**config.mk**
```make
export PLATFORM = sky130hd
export DESIGN_NAME = conv1x1_seq_ctrl
export DESIGN_NICKNAME = d
export VERILOG_FILES = /design/src/rtl/conv_pkg.sv /design/src/rtl/nested_counter.sv /design/src/rtl/conv1x1_seq_ctrl.sv
export SDC_FILE = /design/constraint.sdc
export NUM_CORES = 1
export LEC_CHECK = 0
export CORE_MARGIN = 2
export CORE_UTILIZATION = 35
export DETAILED_ROUTE_END_ITERATION = 6
export PLACE_DENSITY = 0.61
export SLEW_MARGIN = 20
export SYNTH_ARGS = -nofsm -noshare
export SYNTH_HDL_FRONTEND = slang
export SYNTH_HIERARCHICAL = 1
export SYNTH_SLANG_ARGS = --single-unit
```
**constraint.sdc**
```tcl
create_clock -name clk -period 5.6 [get_ports clk]
set_input_delay 1.68 -clock clk [delete_from_list [all_inputs] [get_ports clk]]
set_output_delay 1.68 -clock clk [all_outputs]
set_load 0.01 [all_outputs]
```
**src/rtl/conv_pkg.sv**
```systemverilog
// Shared types and elaboration-time helpers for the 1x1 convolution sequencer.
package conv_pkg;

    typedef enum logic [1:0] {IDLE, RUN, DRAIN, DONE} state_e;

    function automatic int clog2m1(input int v);
        return (v <= 1) ? 1 : $clog2(v);
    endfunction

    function automatic int OUT_DIM(input int in_dim, input int stride);
        return (in_dim - 1) / stride + 1;
    endfunction

endpackage

```
**src/rtl/nested_counter.sv**
```systemverilog
// Wrapping 0..MAX-1 counter; carry_o fires on the enabled wrap so levels can be chained.
module nested_counter
    import conv_pkg::*;
#(
    parameter int MAX = 1,
    localparam int W = clog2m1(MAX)
) (
    input  logic         clk,
    input  logic         rst,
    input  logic         clr_i,
    input  logic         en_i,
    output logic [W-1:0] cnt_o,
    output logic         last_o,
    output logic         carry_o
);

    logic [W-1:0] cnt_q, cnt_d;

    assign last_o  = (cnt_q == W'(MAX - 1));
    assign carry_o = en_i && last_o;
    assign cnt_o   = cnt_q;

    always_comb begin
        cnt_d = cnt_q;
        if (clr_i)     cnt_d = '0;
        else if (en_i) cnt_d = last_o ? '0 : cnt_q + W'(1);
    end

    always_ff @(posedge clk or negedge rst) begin
        if (!rst) cnt_q <= '0;
        else      cnt_q <= cnt_d;
    end

endmodule

```
**src/rtl/conv1x1_seq_ctrl.sv**
```systemverilog
// Address/strobe sequencer for a single-MAC 1x1 convolution: walks b,oc,oh,ow,ic and
// issues tensor/weight/bias reads plus accumulate and output-write strobes.
module conv1x1_seq_ctrl
    import conv_pkg::*;
#(
    parameter int BATCH_SIZE   = 1,
    parameter int IN_CHANNELS  = 1,
    parameter int OUT_CHANNELS = 1,
    parameter int IN_HEIGHT    = 4,
    parameter int IN_WIDTH     = 4,
    parameter int STRIDE       = 1,
    localparam int OUT_H  = OUT_DIM(IN_HEIGHT, STRIDE),
    localparam int OUT_W  = OUT_DIM(IN_WIDTH, STRIDE),
    localparam int IN_AW  = clog2m1(BATCH_SIZE * IN_CHANNELS * IN_HEIGHT * IN_WIDTH),
    localparam int W_AW   = clog2m1(OUT_CHANNELS * IN_CHANNELS),
    localparam int B_AW   = clog2m1(OUT_CHANNELS),
    localparam int OUT_AW = clog2m1(BATCH_SIZE * OUT_CHANNELS * OUT_H * OUT_W)
) (
    input  logic              clk,
    input  logic              rst,
    input  logic              start,
    input  logic              stall,
    output logic              busy,
    output logic              done,
    output logic              rd_valid,
    output logic [IN_AW-1:0]  in_addr,
    output logic [W_AW-1:0]   w_addr,
    output logic [B_AW-1:0]   b_addr,
    output logic              acc_first,
    output logic              acc_en,
    output logic              out_we,
    output logic [OUT_AW-1:0] out_addr
);

    localparam logic [IN_AW-1:0] IC_STEP  = IN_AW'(IN_HEIGHT * IN_WIDTH);
    localparam logic [IN_AW-1:0] PIX_STEP = IN_AW'(STRIDE);
    localparam logic [IN_AW-1:0] ROW_STEP = IN_AW'(STRIDE * IN_WIDTH);
    localparam logic [IN_AW-1:0] BAT_STEP = IN_AW'(IN_CHANNELS * IN_HEIGHT * IN_WIDTH);
    localparam logic [W_AW-1:0]  OC_STEP  = W_AW'(IN_CHANNELS);

    state_e state_q, state_d;
    logic   drain_q, drain_d;
    logic   issue, clr;

    assign issue    = (state_q == RUN) && !stall;
    assign clr      = (state_q == IDLE);
    assign rd_valid = issue;

    logic [clog2m1(IN_CHANNELS)-1:0]  ic_cnt;
    logic [clog2m1(OUT_W)-1:0]        ow_cnt;
    logic [clog2m1(OUT_H)-1:0]        oh_cnt;
    logic [B_AW-1:0]                  oc_cnt;
    logic [clog2m1(BATCH_SIZE)-1:0]   b_cnt;
    logic ic_last, ow_last, oh_last, oc_last, b_last;
    logic ic_cy, ow_cy, oh_cy, oc_cy, b_cy;
    logic unused_cnt;

    nested_counter #(.MAX(IN_CHANNELS))  u_ic (.clk(clk), .rst(rst), .clr_i(clr), .en_i(issue),
        .cnt_o(ic_cnt), .last_o(ic_last), .carry_o(ic_cy));
    nested_counter #(.MAX(OUT_W))        u_ow (.clk(clk), .rst(rst), .clr_i(clr), .en_i(ic_cy),
        .cnt_o(ow_cnt), .last_o(ow_last), .carry_o(ow_cy));
    nested_counter #(.MAX(OUT_H))        u_oh (.clk(clk), .rst(rst), .clr_i(clr), .en_i(ow_cy),
        .cnt_o(oh_cnt), .last_o(oh_last), .carry_o(oh_cy));
    nested_counter #(.MAX(OUT_CHANNELS)) u_oc (.clk(clk), .rst(rst), .clr_i(clr), .en_i(oh_cy),
        .cnt_o(oc_cnt), .last_o(oc_last), .carry_o(oc_cy));
    nested_counter #(.MAX(BATCH_SIZE))   u_b  (.clk(clk), .rst(rst), .clr_i(clr), .en_i(oc_cy),
        .cnt_o(b_cnt), .last_o(b_last), .carry_o(b_cy));

    assign unused_cnt = ^{ow_cnt, oh_cnt, b_cnt};
    assign b_addr     = oc_cnt;

    // Address bases per loop level; each wrap reloads the inner level from the one above it.
    logic [IN_AW-1:0]  in_q, in_d, pix_q, pix_d, row_q, row_d, bat_q, bat_d;
    logic [W_AW-1:0]   w_q, w_d, wb_q, wb_d;
    logic [OUT_AW-1:0] oa_q, oa_d;

    always_comb begin
        in_d = in_q; pix_d = pix_q; row_d = row_q; bat_d = bat_q;
        w_d = w_q; wb_d = wb_q; oa_d = oa_q;
        if (clr) begin
            in_d = '0; pix_d = '0; row_d = '0; bat_d = '0;
            w_d = '0; wb_d = '0; oa_d = '0;
        end else if (issue) begin
            if (!ic_last) begin
                in_d = in_q + IC_STEP;
                w_d  = w_q + W_AW'(1);
            end else begin
                oa_d = oa_q + OUT_AW'(1);
                w_d  = wb_q;
                if (!ow_last) begin
                    pix_d = pix_q + PIX_STEP;
                    in_d  = pix_q + PIX_STEP;
                end else if (!oh_last) begin
                    row_d = row_q + ROW_STEP;
                    pix_d = row_q + ROW_STEP;
                    in_d  = row_q + ROW_STEP;
                end else if (!oc_last) begin
                    row_d = bat_q; pix_d = bat_q; in_d = bat_q;
                    wb_d  = wb_q + OC_STEP;
                    w_d   = wb_q + OC_STEP;
                end else if (!b_last) begin
                    bat_d = bat_q + BAT_STEP;
                    row_d = bat_q + BAT_STEP;
                    pix_d = bat_q + BAT_STEP;
                    in_d  = bat_q + BAT_STEP;
                    wb_d  = '0; w_d = '0;
                end else begin
                    in_d = '0; pix_d = '0; row_d = '0; bat_d = '0;
                    w_d = '0; wb_d = '0; oa_d = '0;
                end
            end
        end
    end

    assign in_addr = in_q;
    assign w_addr  = w_q;

    always_comb begin
        state_d = state_q;
        drain_d = drain_q;
        unique case (state_q)
            IDLE:  if (start) state_d = RUN;
            RUN: begin
                drain_d = 1'b0;
                if (b_cy) state_d = DRAIN;
            end
            DRAIN: if (!stall) begin
                if (drain_q) state_d = DONE;
                else         drain_d = 1'b1;
            end
            DONE:  if (!stall) state_d = IDLE;
            default: state_d = IDLE;
        endcase
    end

    assign busy = (state_q != IDLE);
    assign done = (state_q == DONE) && !stall;

    // Two-stage strobe pipe: stage 1 aligns with read data, stage 2 with the output write.
    logic              af_q, ae_q, last1_q, we_q;
    logic [OUT_AW-1:0] oa1_q, oa2_q;

    always_ff @(posedge clk or negedge rst) begin
        if (!rst) begin
            state_q <= IDLE; drain_q <= 1'b0;
            in_q <= '0; pix_q <= '0; row_q <= '0; bat_q <= '0;
            w_q <= '0; wb_q <= '0; oa_q <= '0;
            af_q <= 1'b0; ae_q <= 1'b0; last1_q <= 1'b0; we_q <= 1'b0;
            oa1_q <= '0; oa2_q <= '0;
        end else begin
            state_q <= state_d; drain_q <= drain_d;
            in_q <= in_d; pix_q <= pix_d; row_q <= row_d; bat_q <= bat_d;
            w_q <= w_d; wb_q <= wb_d; oa_q <= oa_d;
            if (!stall) begin
                ae_q    <= issue;
                af_q    <= issue && (ic_cnt == '0);
                last1_q <= issue && ic_last;
                oa1_q   <= oa_q;
                we_q    <= last1_q;
                oa2_q   <= oa1_q;
            end
        end
    end

    assign acc_first = af_q && !stall;
    assign acc_en    = ae_q && !stall;
    assign out_we    = we_q && !stall;
    assign out_addr  = oa2_q;

endmodule

```
==> summary by stage <==
Worst setup path
The startpoint identified for the worst register-to-register timing path is state_q[1]. For the worst flop-to-flop path, the logic depth is 9. STA classifies the critical path endpoint as a primary output. The required time of the critical path is 3.92 ns. The critical path goes through clkdlybuf4s50_1 > nand2b_1 > inv_1 > clkdlybuf4s50_1. In this run the worst setup path begins at stall. The top fanout value on the critical path is 5. The startpoint class of the critical path is an input pin.

The most numerous cell type found on the critical path is sky130_fd_sc_hd__clkdlybuf4s50_1. In this run the critical register-to-register path is captured at state_q[1]. The largest stage delay on the critical path is 0.56 ns. The category of the critical setup timing path is in -> out.

The termination of the worst setup path is rd_valid. The cell with the largest stage delay on the worst path is sky130_fd_sc_hd__clkdlybuf4s50_1. Data on the critical path arrives at its endpoint at 3.04 ns. The worst register-to-register path has a setup slack of 3.42 ns.

STA
Setup violations remaining at the end of the flow were counted as 0. The number of max-slew violations in the final report came to 0. Of the available clock period, the critical path in the final layout requires 0.843. The clock period minus worst slack is 4.72 ns. The setup TNS after final layout is 0 ns. Setup repair after global routing left no endpoint under its margin. The slew of the pin with the lowest slew margin is 0.845 ns. The final clock skew is 0.00541 ns. The final count of hold timing violations is 0. Static timing analysis puts the maximum clock frequency at 212 MHz. Headroom to the max-slew limit came out at 0.437.

Cells and area
From synthesis to final layout, the design area changed by 13.6%. The final layout net count is 210. The layout cell share with drive strength beyond 1 is 0.126. Leaving out fill and tap cells, the most frequent cells in the layout are 37 x sky130_fd_sc_hd__dfrtp_1, 17 x sky130_fd_sc_hd__clkdlybuf4s50_1, 16 x sky130_fd_sc_hd__nand2_1. The repair_antennas step left the layout with diodes totalling 0.

The final cell count without fillers is 268. Fill cells in the final layout number 508. The most common cell after layout, fill and taps aside is sky130_fd_sc_hd__dfrtp_1.

Clocking
The clock tree from TritonCTS is built. After clock tree synthesis, the clock-pin slew on the worst setup and hold paths is 0.07 ns. Once the clock tree was built, the resizer swapped 0 gates to a different size. The number of buffers on the longest clock path is 2.

The number of buffers inserted during clock tree synthesis is 5. The later pin in the worst-skew pair is clocked with a latency of 0.29 ns. The number of hold buffers added after CTS was 0.

For this design, the sink count on the clock tree is 37. The count of H-tree levels built during CTS is 2. After clock tree synthesis, the setup repair step added 0 buffers. The cell at the root of the clock tree is sky130_fd_sc_hd__clkbuf_8.

Global routing
For this run the aggregate overflow at the end of global routing stands at 0. In the global route stage, overall resource usage came out at 0.130. Entering global routing, the biggest net connects 38 pins. The number of global-route vias before repair was 1,315.

The initial antenna violation count is 0. The first global-routing pass estimated 6.25 mm of wire.

Power
IR analysis of the VDD net gives a maximum drop of 0.245 mV. The analysis attributes to cell leakage a power of 0.995 nW. In this run the power density over the cells is 388 mW/mm2.

Min path
In this run the worst hold path is classified as reg -> reg. The number of instances on the worst hold path is 2.

Floorplan
20 I/O pins were placed. For this configuration, the core starts out at a cell density of 0.366. The width of the die is 77.5 um. The floorplan step set the die height to 77.5 um. The area enclosed by the die boundary is 0.00601 mm2. The core region is 0.00517 mm2. Row generation in the floorplan step produced 26 rows.

Placement
Counting tap cells, the placed design contains a total of 260 instances. The count of buffers from port buffering is 18. The weighted congestion reported at the end of routability-driven placement is 0.746. After legalization and detailed placement, the total HPWL measured 2.23 mm.

Synthesis
After synthesis, the mean cell area works out to 10.2 um2. In the synthesized netlist, the number of instances is 185. Synthesis produced a netlist with a net count of 198. In this run the cell area of the synthesized design comes to 0.00189 mm2.

During synthesis, Yosys emitted a total of 6 warnings.

Route
The first detailed-routing pass took 4 iterations. The post-route DRC violation count is 0. The via-per-instance ratio is 4.79. The via count is 1,283. In this run the remaining antenna-violating nets after routing total 0. After the first detailed-routing iteration, the DRC count stood at 110.

The detailed-route wire length is 3.28 mm. The routed length per instance is 12.3 um.

Job
Max-cap violations in this run came to 0.

Outcome
The run finished with clean final reports.
[metal layers]
layer | share of wire | up-vias | track usage | wire, um
li1 | - | 642 | - | -
met1 | 0.50 | 603 | 0.184 | 1660
met2 | 0.45 | 34 | 0.191 | 1470
met3 | 0.039 | 4 | 0.0442 | 129
met4 | 0.0094 | 0 | 0.0321 | 31
met5 | 0 | - | 0 | 0
[area by class of cell]
type,count,area [um2],share of cell area
Multi-Input combinational cell,126,842,0.392
Timing Repair Buffer,19,183,0.0849
Sequential cell,37,926,0.430
Clock buffer,6,72.6,0.0337
Clock inverter,2,10.0,0.00465
Tap cell,70,87.6,0.0407
Inverter,8,30.0,0.0140
[worst min path at each step]
stage                     startpoint  endpoint  slack, ns
after floorplan                 ae_q      ae_q       0.44
after global placement       last1_q   last1_q       0.47
final                           ae_q      ae_q       0.48
after CTS                       ae_q      ae_q       0.48
after global routing         last1_q   last1_q       0.51
after detailed placement        ae_q      ae_q       0.46
[power breakdown]
part / internal [W] / switching [W] / total, W
Combinational: 0.000141 / 0.000150 / 0.000291
Clock: 0.0000862 / 0.0000933 / 0.000179
Sequential: 0.000323 / 0.0000412 / 0.000364
[state kept, by name (all words and copies together) (netlist names)]
| name | count |
|---|---|
| ae_q | 1 |
| wb_q | 1 |
| u_oh/cnt_o | 2 |
| oa_q | 4 |
| we_q | 1 |
| w_addr | 1 |
| out_addr | 4 |
| row_q | 4 |
| last1_q | 1 |
| state_q | 2 |
| u_ow/cnt_o | 2 |
| drain_q | 1 |
| bat_q | 4 |
| oa1_q | 4 |
| af_q | 1 |
| pix_q | 4 |
[worst max-delay path: cells and delay by family]
family                 cells  cell delay (ns)
buffers and inverters      3             1.14
and+or+nand+nor            1             0.22
[stage by stage]
step           setup WS (ns)  cell area, um2   util  power, W  hold WS [ns]
3_5_place_dp           0.880            2070  0.400  0.000665         0.463
2_1_floorplan           1.71            1890      -  0.000559         0.443
6_report               0.878            2150  0.416  0.000834         0.476
4_1_cts                0.867            2150  0.416  0.000851         0.483
5_1_grt                0.826            2150  0.416  0.000910         0.514
3_3_place_gp           0.871            2070  0.400  0.000656         0.468
Power figures use the tool's default switching activity.
